File: src/rtl/vga_tile_display.sv
// VGA display engine: parametrised sync timing, per-pixel tile-map reads and palette lookup.
// Three-slot pipeline (address, tile capture, colour) keeps RGB and both syncs aligned.
module vga_tile_display #(
    parameter int   PIX_DIV   = 2,
    parameter int   H_ACTIVE  = 640,
    parameter int   H_FP      = 16,
    parameter int   H_SYNC    = 96,
    parameter int   H_BP      = 48,
    parameter int   V_ACTIVE  = 480,
    parameter int   V_FP      = 10,
    parameter int   V_SYNC    = 2,
    parameter int   V_BP      = 33,
    parameter logic SYNC_POL  = 1'b0,
    parameter int   CW        = 4,
    parameter int   TW        = 2,
    parameter int   TS        = 5,
    parameter int   GRID_COLS = 20,
    parameter int   GRID_ROWS = 15,
    parameter int   AW        = 10,
    parameter logic [3*CW*(2**TW)-1:0] PALETTE    = 48'hF00_FF0_0F0_000,
    parameter logic [3*CW-1:0]         BORDER_RGB = 12'h444
) (
    input  logic          clk,
    input  logic          reset,
    input  logic [TW-1:0] rdata,
    output logic          re,
    output logic [AW-1:0] raddr,
    output logic [CW-1:0] R_out,
    output logic [CW-1:0] G_out,
    output logic [CW-1:0] B_out,
    output logic          HSync,
    output logic          VSync,
    output logic          vblank,
    output logic          frame_start
);

    localparam int H_TOTAL = H_ACTIVE + H_FP + H_SYNC + H_BP;
    localparam int V_TOTAL = V_ACTIVE + V_FP + V_SYNC + V_BP;
    localparam int HW      = $clog2(H_TOTAL);
    localparam int VW      = $clog2(V_TOTAL);
    localparam int DW      = $clog2(PIX_DIV);
    localparam int PW      = 3 * CW;

    logic [DW-1:0] div;
    logic [HW-1:0] h, h_nx;
    logic [VW-1:0] v, v_nx;
    logic          pix_en, h_wrap, v_wrap;

    logic          n_active, n_in_grid, n_hs, n_vs;
    logic [AW-1:0] row_a, col_a, n_addr;

    logic          s0_active, s0_in_grid, s0_hs, s0_vs;
    logic          s1_active, s1_in_grid, s1_hs, s1_vs;
    logic [TW-1:0] s1_tile;
    logic [PW-1:0] pix_rgb, rgb_q;

    assign pix_en = (div == DW'(PIX_DIV - 1));
    assign h_wrap = (h == HW'(H_TOTAL - 1));
    assign v_wrap = (v == VW'(V_TOTAL - 1));
    assign vblank = (int'(v) >= V_ACTIVE);

    assign R_out = rgb_q[PW-1 -: CW];
    assign G_out = rgb_q[2*CW-1 -: CW];
    assign B_out = rgb_q[CW-1:0];

    // Stage 0 classifies the slot the counters are about to enter, so the read
    // goes out on the same edge that moves the counters there.
    always_comb begin
        h_nx = h_wrap ? '0 : h + HW'(1);
        v_nx = v;
        if (h_wrap) begin
            v_nx = v_wrap ? '0 : v + VW'(1);
        end
        n_active  = (int'(h_nx) < H_ACTIVE) && (int'(v_nx) < V_ACTIVE);
        n_hs      = (int'(h_nx) >= H_ACTIVE + H_FP) && (int'(h_nx) < H_ACTIVE + H_FP + H_SYNC);
        n_vs      = (int'(v_nx) >= V_ACTIVE + V_FP) && (int'(v_nx) < V_ACTIVE + V_FP + V_SYNC);
        n_in_grid = n_active && (int'(h_nx >> TS) < GRID_COLS) && (int'(v_nx >> TS) < GRID_ROWS);
        col_a     = AW'(h_nx >> TS);
        row_a     = AW'(v_nx >> TS);
        n_addr    = row_a * AW'(GRID_COLS) + col_a;
    end

    always_comb begin
        pix_rgb = PALETTE[int'(s1_tile) * PW +: PW];
        if (!s1_in_grid) begin
            pix_rgb = BORDER_RGB;
        end
        if (!s1_active) begin
            pix_rgb = '0;
        end
    end

    // All state, counters and pipeline alike, advances only on pix_en.
    always_ff @(posedge clk) begin
        if (reset) begin
            div         <= '0;
            h           <= '0;
            v           <= '0;
            re          <= 1'b0;
            raddr       <= '0;
            frame_start <= 1'b0;
            s0_active   <= 1'b0;
            s0_in_grid  <= 1'b0;
            s0_hs       <= 1'b0;
            s0_vs       <= 1'b0;
            s1_active   <= 1'b0;
            s1_in_grid  <= 1'b0;
            s1_hs       <= 1'b0;
            s1_vs       <= 1'b0;
            s1_tile     <= '0;
            rgb_q       <= '0;
            HSync       <= ~SYNC_POL;
            VSync       <= ~SYNC_POL;
        end else begin
            re          <= 1'b0;
            frame_start <= 1'b0;
            if (pix_en) begin
                div         <= '0;
                h           <= h_nx;
                v           <= v_nx;
                frame_start <= h_wrap && v_wrap;
                re          <= n_in_grid;
                if (n_in_grid) begin
                    raddr <= n_addr;
                end
                s0_active  <= n_active;
                s0_in_grid <= n_in_grid;
                s0_hs      <= n_hs;
                s0_vs      <= n_vs;
                s1_active  <= s0_active;
                s1_in_grid <= s0_in_grid;
                s1_hs      <= s0_hs;
                s1_vs      <= s0_vs;
                s1_tile    <= rdata;
                rgb_q      <= pix_rgb;
                HSync      <= s1_hs ^ ~SYNC_POL;
                VSync      <= s1_vs ^ ~SYNC_POL;
            end else begin
                div <= div + DW'(1);
            end
        end
    end

endmodule
File: config.mk
export PLATFORM = sky130hd
export DESIGN_NAME = vga_tile_display
export DESIGN_NICKNAME = d
export VERILOG_FILES = /design/src/rtl/vga_tile_display.sv
export SDC_FILE = /design/constraint.sdc
export NUM_CORES = 1
export LEC_CHECK = 0
export ABC_AREA = 1
export CAP_MARGIN = 40
export CORE_UTILIZATION = 45
export DETAILED_ROUTE_END_ITERATION = 12
export PLACE_DENSITY = 0.77
export REMOVE_ABC_BUFFERS = 1
export SYNTH_ARGS = -nofsm -noshare
export SYNTH_HDL_FRONTEND = slang
export SYNTH_SLANG_ARGS = --single-unit
File: constraint.sdc
create_clock -name clk -period 2.7 [get_ports clk]
set_input_delay 0.81 -clock clk [delete_from_list [all_inputs] [get_ports clk]]
set_output_delay 0.81 -clock clk [all_outputs]
set_load 0.1 [all_outputs]
Word-level counts from Yosys, hierarchy flattened. Cells that the tools add are included.

Register bits: 57. Bits in latches: 0. Bits in writable memories: 0. Bits in read-only memories: 0. Input bits: 4. Output and inout port bits: 27. Word-level logic and storage cells: 53. Memories kept: 0.

$add $sub $neg: 4. Multipliers: 2. Div/mod/pow operators: 0. $lt $le $gt $ge: 9. Eq/ne operators: 2. Shifts and indexed selects: 1. Multiplexer cells: 5. Bitwise gates (word level): 3. Reductions and logical operators: 9.

Operator list (count): indexed part select 48 x 7 -> 12 bit (first input constant) (1); 2-to-1 mux 10 bit (3); 2-to-1 mux 12 bit (2); adder 10 x 1 -> 10 bit (second input constant) (2); equality test 10 bit (second input constant) (2); >= comparator 10 x 9 -> 1 bit (second input constant) (2); < comparator 10 bit (second input constant) (2); < comparator 10 x 9 -> 1 bit (second input constant) (2); adder 10 x 5 -> 10 bit (1); >= comparator 10 bit (second input constant) (1); multiplier 5 x 3 -> 8 bit (second input constant) (1); logical AND 1 bit (6); < comparator 5 x 4 -> 1 bit (second input constant) (1); < comparator 5 bit (second input constant) (1); multiplier 2 x 2 -> 4 bit (second input constant) (1); OR reduction 2 bit (2); inverter 1 bit (3); AND reduction 2 bit (1); adder 1 bit (second input constant) (1).

Depth between registers and ports, before layout.
Word-level depth: 8. Gate-level depth with buffers: 21. Mapped depth without buffers: 21.

Worst setup path after synthesis. OpenSTA, ideal clock, no wires.

Path type: register -> output. From: reg v[6]. To: out vblank. Arrival: 2571 ps. Data required time: 1890 ps. Slack: -681 ps. Cell stages (with the launch flop): 3. Cells stage by stage: dfxtp_1 -> nand2_1 -> o21ai_0.

Longest elaborated chain between the ends: 1.

RTL lines: start: declaration (line 46) `logic [VW-1:0] v, v_nx;`; start signal: assignment (line 120) `v <= v_nx;`; >= comparator 10 x 9 -> 1 bit (line 60) `assign vblank = (int'(v) >= V_ACTIVE);`; end: declaration (line 33) `output logic vblank,`.

Every way passes these cells.

Worst setup path in the final report.
From: reg h[0]. To: reg raddr[7].

Longest elaborated chain between the ends: 7. Elaborated cells between the ends (all ways): 14.

RTL lines: start: declaration (line 45) `logic [HW-1:0] h, h_nx;`; start signal: assignment (line 119) `h <= h_nx;`; equality test 10 bit * (line 58) `assign h_wrap = (h == HW'(H_TOTAL - 1));`; 2-to-1 mux 10 bit * (line 71) `if (h_wrap) begin`; named net v_nx[8] (line 46); parallel branches: the longest is 5 deep, another holds adder 10 x 5 -> 10 bit; end signal: assignment (line 124) `raddr <= n_addr;`; end: declaration (line 27) `output logic [AW-1:0] raddr,`.

Mark *: on every way through the listed nets, which the timed path passes. A chain may end at the register's enable or synchronous reset.

==> impl_metrics.json <==
{
  "synth-async-reset-ratio": 0,
  "numCtsBuffers": 5,
  "syn2layout_area_growth_pct": 34.1,
  "synth.area.top_cells": "dfxtp_1 (35%), nand2_1 (12%), inv_1 (7.1%)",
  "finalWorstSetupSlack_ns": -0.0535,
  "worstPathArrival_ns": 2.97,
  "synth_warnings": 0,
  "clk_pin_slew_worst_paths_ns": 0.10,
  "pwr-share-seq": 0.466,
  "die_y_um": 82.2,
  "first_global_vias": 2788,
  "clkPwrFrac": 0.397,
  "report.final.slew_viol_count": 0,
  "synth_most_common_cell": "nand2_1",
  "fin_crit_sh": 1.02,
  "synth-edff-count": 0,
  "pin_count": 31,
  "fmax_ghz": 0.363,
  "synth_seq_cells": 50,
  "swShare": 0.269,
  "start_kind": "register",
  "htree_levels": 2,
  "start_util": 0.477,
  "intPower_mw": 1.21,
  "reg2reg_depth": 17,
  "syn_inst": 406,
  "cts_tree": "done",
  "routed_wl_mm": 7.89,
  "relSlewSlack": 0.447,
  "r2r-start": "h[0]",
  "drive_gt1_frac": 0.332,
  "placed_cell_area_mm2": 0.00341,
  "tightestPinTransition_ns": 0.828,
  "postRouteAntennaNets": 0,
  "syn-cell-area_mm2": 0.00289,
  "hp-class": "reg2reg",
  "max_cap_viol_count": 0,
  "final_area_mm2": 0.00388,
  "row_count": 28,
  "finalNonFillerCells": 557,
  "critPathMaxFanout": 5,
  "synth_common_cells": "nand2_1 (90), inv_1 (55), dfxtp_1 (50)",
  "synth.largest_area_cell": "dfxtp_1",
  "crit_start": "h[0]",
  "first_pass_iters": 4,
  "hp-start": "s1_vs",
  "avgRoutedWirePerCell_um": 14.2,
  "reg2reg_slack_ns": -0.05,
  "drc_errors": 0,
  "tns_ns": -0.111,
  "end_kind": "register",
  "cts.sinks": 50,
  "grt_pass1_wl_mm": 12.3,
  "dieArea_mm2": 0.00676,
  "critPathKind": "reg2reg",
  "n_antenna_cell": 0,
  "port_buffers": 27,
  "ys_types": 36,
  "cts_buffer_depth": 2,
  "vias_per_cell": 5.19,
  "fin_util": 0.640,
  "gp_congestion": 0.876,
  "final_net_count": 499,
  "ys.flop_type": "dfxtp_1",
  "p_per_area_mw_per_mm2": 427,
  "grt-ovfl-total": 0,
  "core-area_mm2": 0.00606,
  "yosys.area.top_type_share": 0.346,
  "hpwl_mm": 5.10,
  "clockRootBuffer": "clkbuf_8",
  "status": "finished with violations",
  "hold_viol": 0,
  "fin_worst_skew_ns": 0.00856,
  "rsz0062_at_grt": "yes",
  "peakVddDrop_mv": 0.384,
  "leakage_nw": 1.85,
  "placedCellCount": 536,
  "power.net_switching_mw": 0.447,
  "syn_area_per_cell_um2": 7.13,
  "nFillCells": 472,
  "die-width_um": 82.2,
  "grt_max_degree": 26,
  "dp_slack_ns": -0.218,
  "setup_viol": 3,
  "ys_seq_area_frac": 0.346,
  "cp.required_ns": 2.91,
  "hold_depth": 1,
  "vias": 2893,
  "gr-usage-all-layers": 0.239,
  "drtIter0Drc": 221,
  "comb_power_share": 0.137,
  "violations": "negative setup slack",
  "layout_min_cycle_time_ns": 2.75,
  "antenna_found_initial": 0,
  "clock_latency_ns": 0.31
}
[power groups by stage]
stage	registers (mW)	clock network [mW]	logic, mW
detailed placement	0.788	0	0.213
global placement	0.787	0	0.211
CTS	0.772	0.662	0.214
global route	0.776	0.693	0.241
finish	0.773	0.658	0.227
floorplan	0.872	0	0.0762
[worst paths after layout]
path	to
max	raddr[7]
max reg2reg	raddr[7]
min	VSync
min reg2reg	VSync
[cells by family after synthesis]
group	synth area share
xor gates and xnor gates	0.0151
and+or+nand+nor	0.329
DFF	0.346
AOI/OAI and AO/OA	0.122
buffers and inverters	0.121
adders and majority gates	0.0657
other	0.00130
[registers in the layout (all words and copies together) (netlist names)]
name,cells
re,1
s0_vs,1
HSync,1
s0_hs,1
v,10
VSync,1
frame_start,1
s1_tile,2
s1_vs,1
rgb_q,5
s1_active,1
s0_in_grid,1
s0_active,1
raddr,10
div,1
s1_hs,1
h,10
s1_in_grid,1
[critical path, stage by stage (launching register included)]
cell and delay (ns):
dfxtp_2 0.36, ha_4 0.15, nand2_4 0.05, nor2_4 0.12, nand3_2 0.11, nor2_4 0.16, inv_2 0.08, nand2_2 0.06
nand2_2 0.06, inv_2 0.08, ha_4 0.20, ha_4 0.16, fa_2 0.58, nand3_4 0.10, xor2_1 0.18, nand3_2 0.09
nand2_2 0.08, nor2_2 0.03
[metrics by stage]
| step | power, mW | hold WS (ns) |
|---|---|---|
| 3_3_place_gp | 0.998 | 0.418 |
| 3_5_place_dp | 1.00 | 0.428 |
| 5_1_grt | 1.71 | 0.462 |
| 2_1_floorplan | 0.948 | 0.409 |
| 6_report | 1.66 | 0.439 |
| 4_1_cts | 1.65 | 0.441 |
[layer usage]
layer | wire [µm] | track usage | part of all wire | up-vias
met5 | 0 | 0 | 0 | -
li1 | - | - | - | 1448
met2 | 3870 | 0.393 | 0.49 | 91
met1 | 3380 | 0.295 | 0.43 | 1343
met3 | 491 | 0.0462 | 0.062 | 11
met4 | 150 | 0.121 | 0.019 | 0
[layout make-up]
cell class              count  area, µm²  share of cell area
multi-input cells         279       1760               0.454
flip-flops and latches     50       1000               0.259
repair buffers             82        639               0.165
inverters                  63        239              0.0616
well taps                  75       93.8              0.0242
clock buffers               6       82.6              0.0213
clock inverters             2       60.1              0.0155
[layout by cell type, fill, tap and decap left out, types with 2 or more instances in the layout]
master           count
nand3_1             31
nand2_4              4
dfxtp_2              3
dfxtp_1             47
inv_2               10
inv_1               51
a21oi_2              7
nand2_1             82
buf_4               77
ha_1                 3
nand4_1             11
o22ai_1             15
xor2_1               2
bufinv_16            2
clkdlybuf4s50_1      3
o21ai_0             23
conb_1               3
ha_2                 2
ha_4                 7
a22o_1               2
nor2_2               8
nor2_1              36
nand3_2              8
a21oi_1              5
nand2_2             11
clkbuf_8             6
nor2_4               4
[timing repair]
item                                    in CTS  in global routing
pin swaps                                   18                 21
setup buffers                                4                  9
hold buffers                                 0                  0
endpoints found under the hold margin        0                  0
resized for setup                           12                 35
endpoints found under the setup margin       5                  9
(Power assumes the default switching activity.)
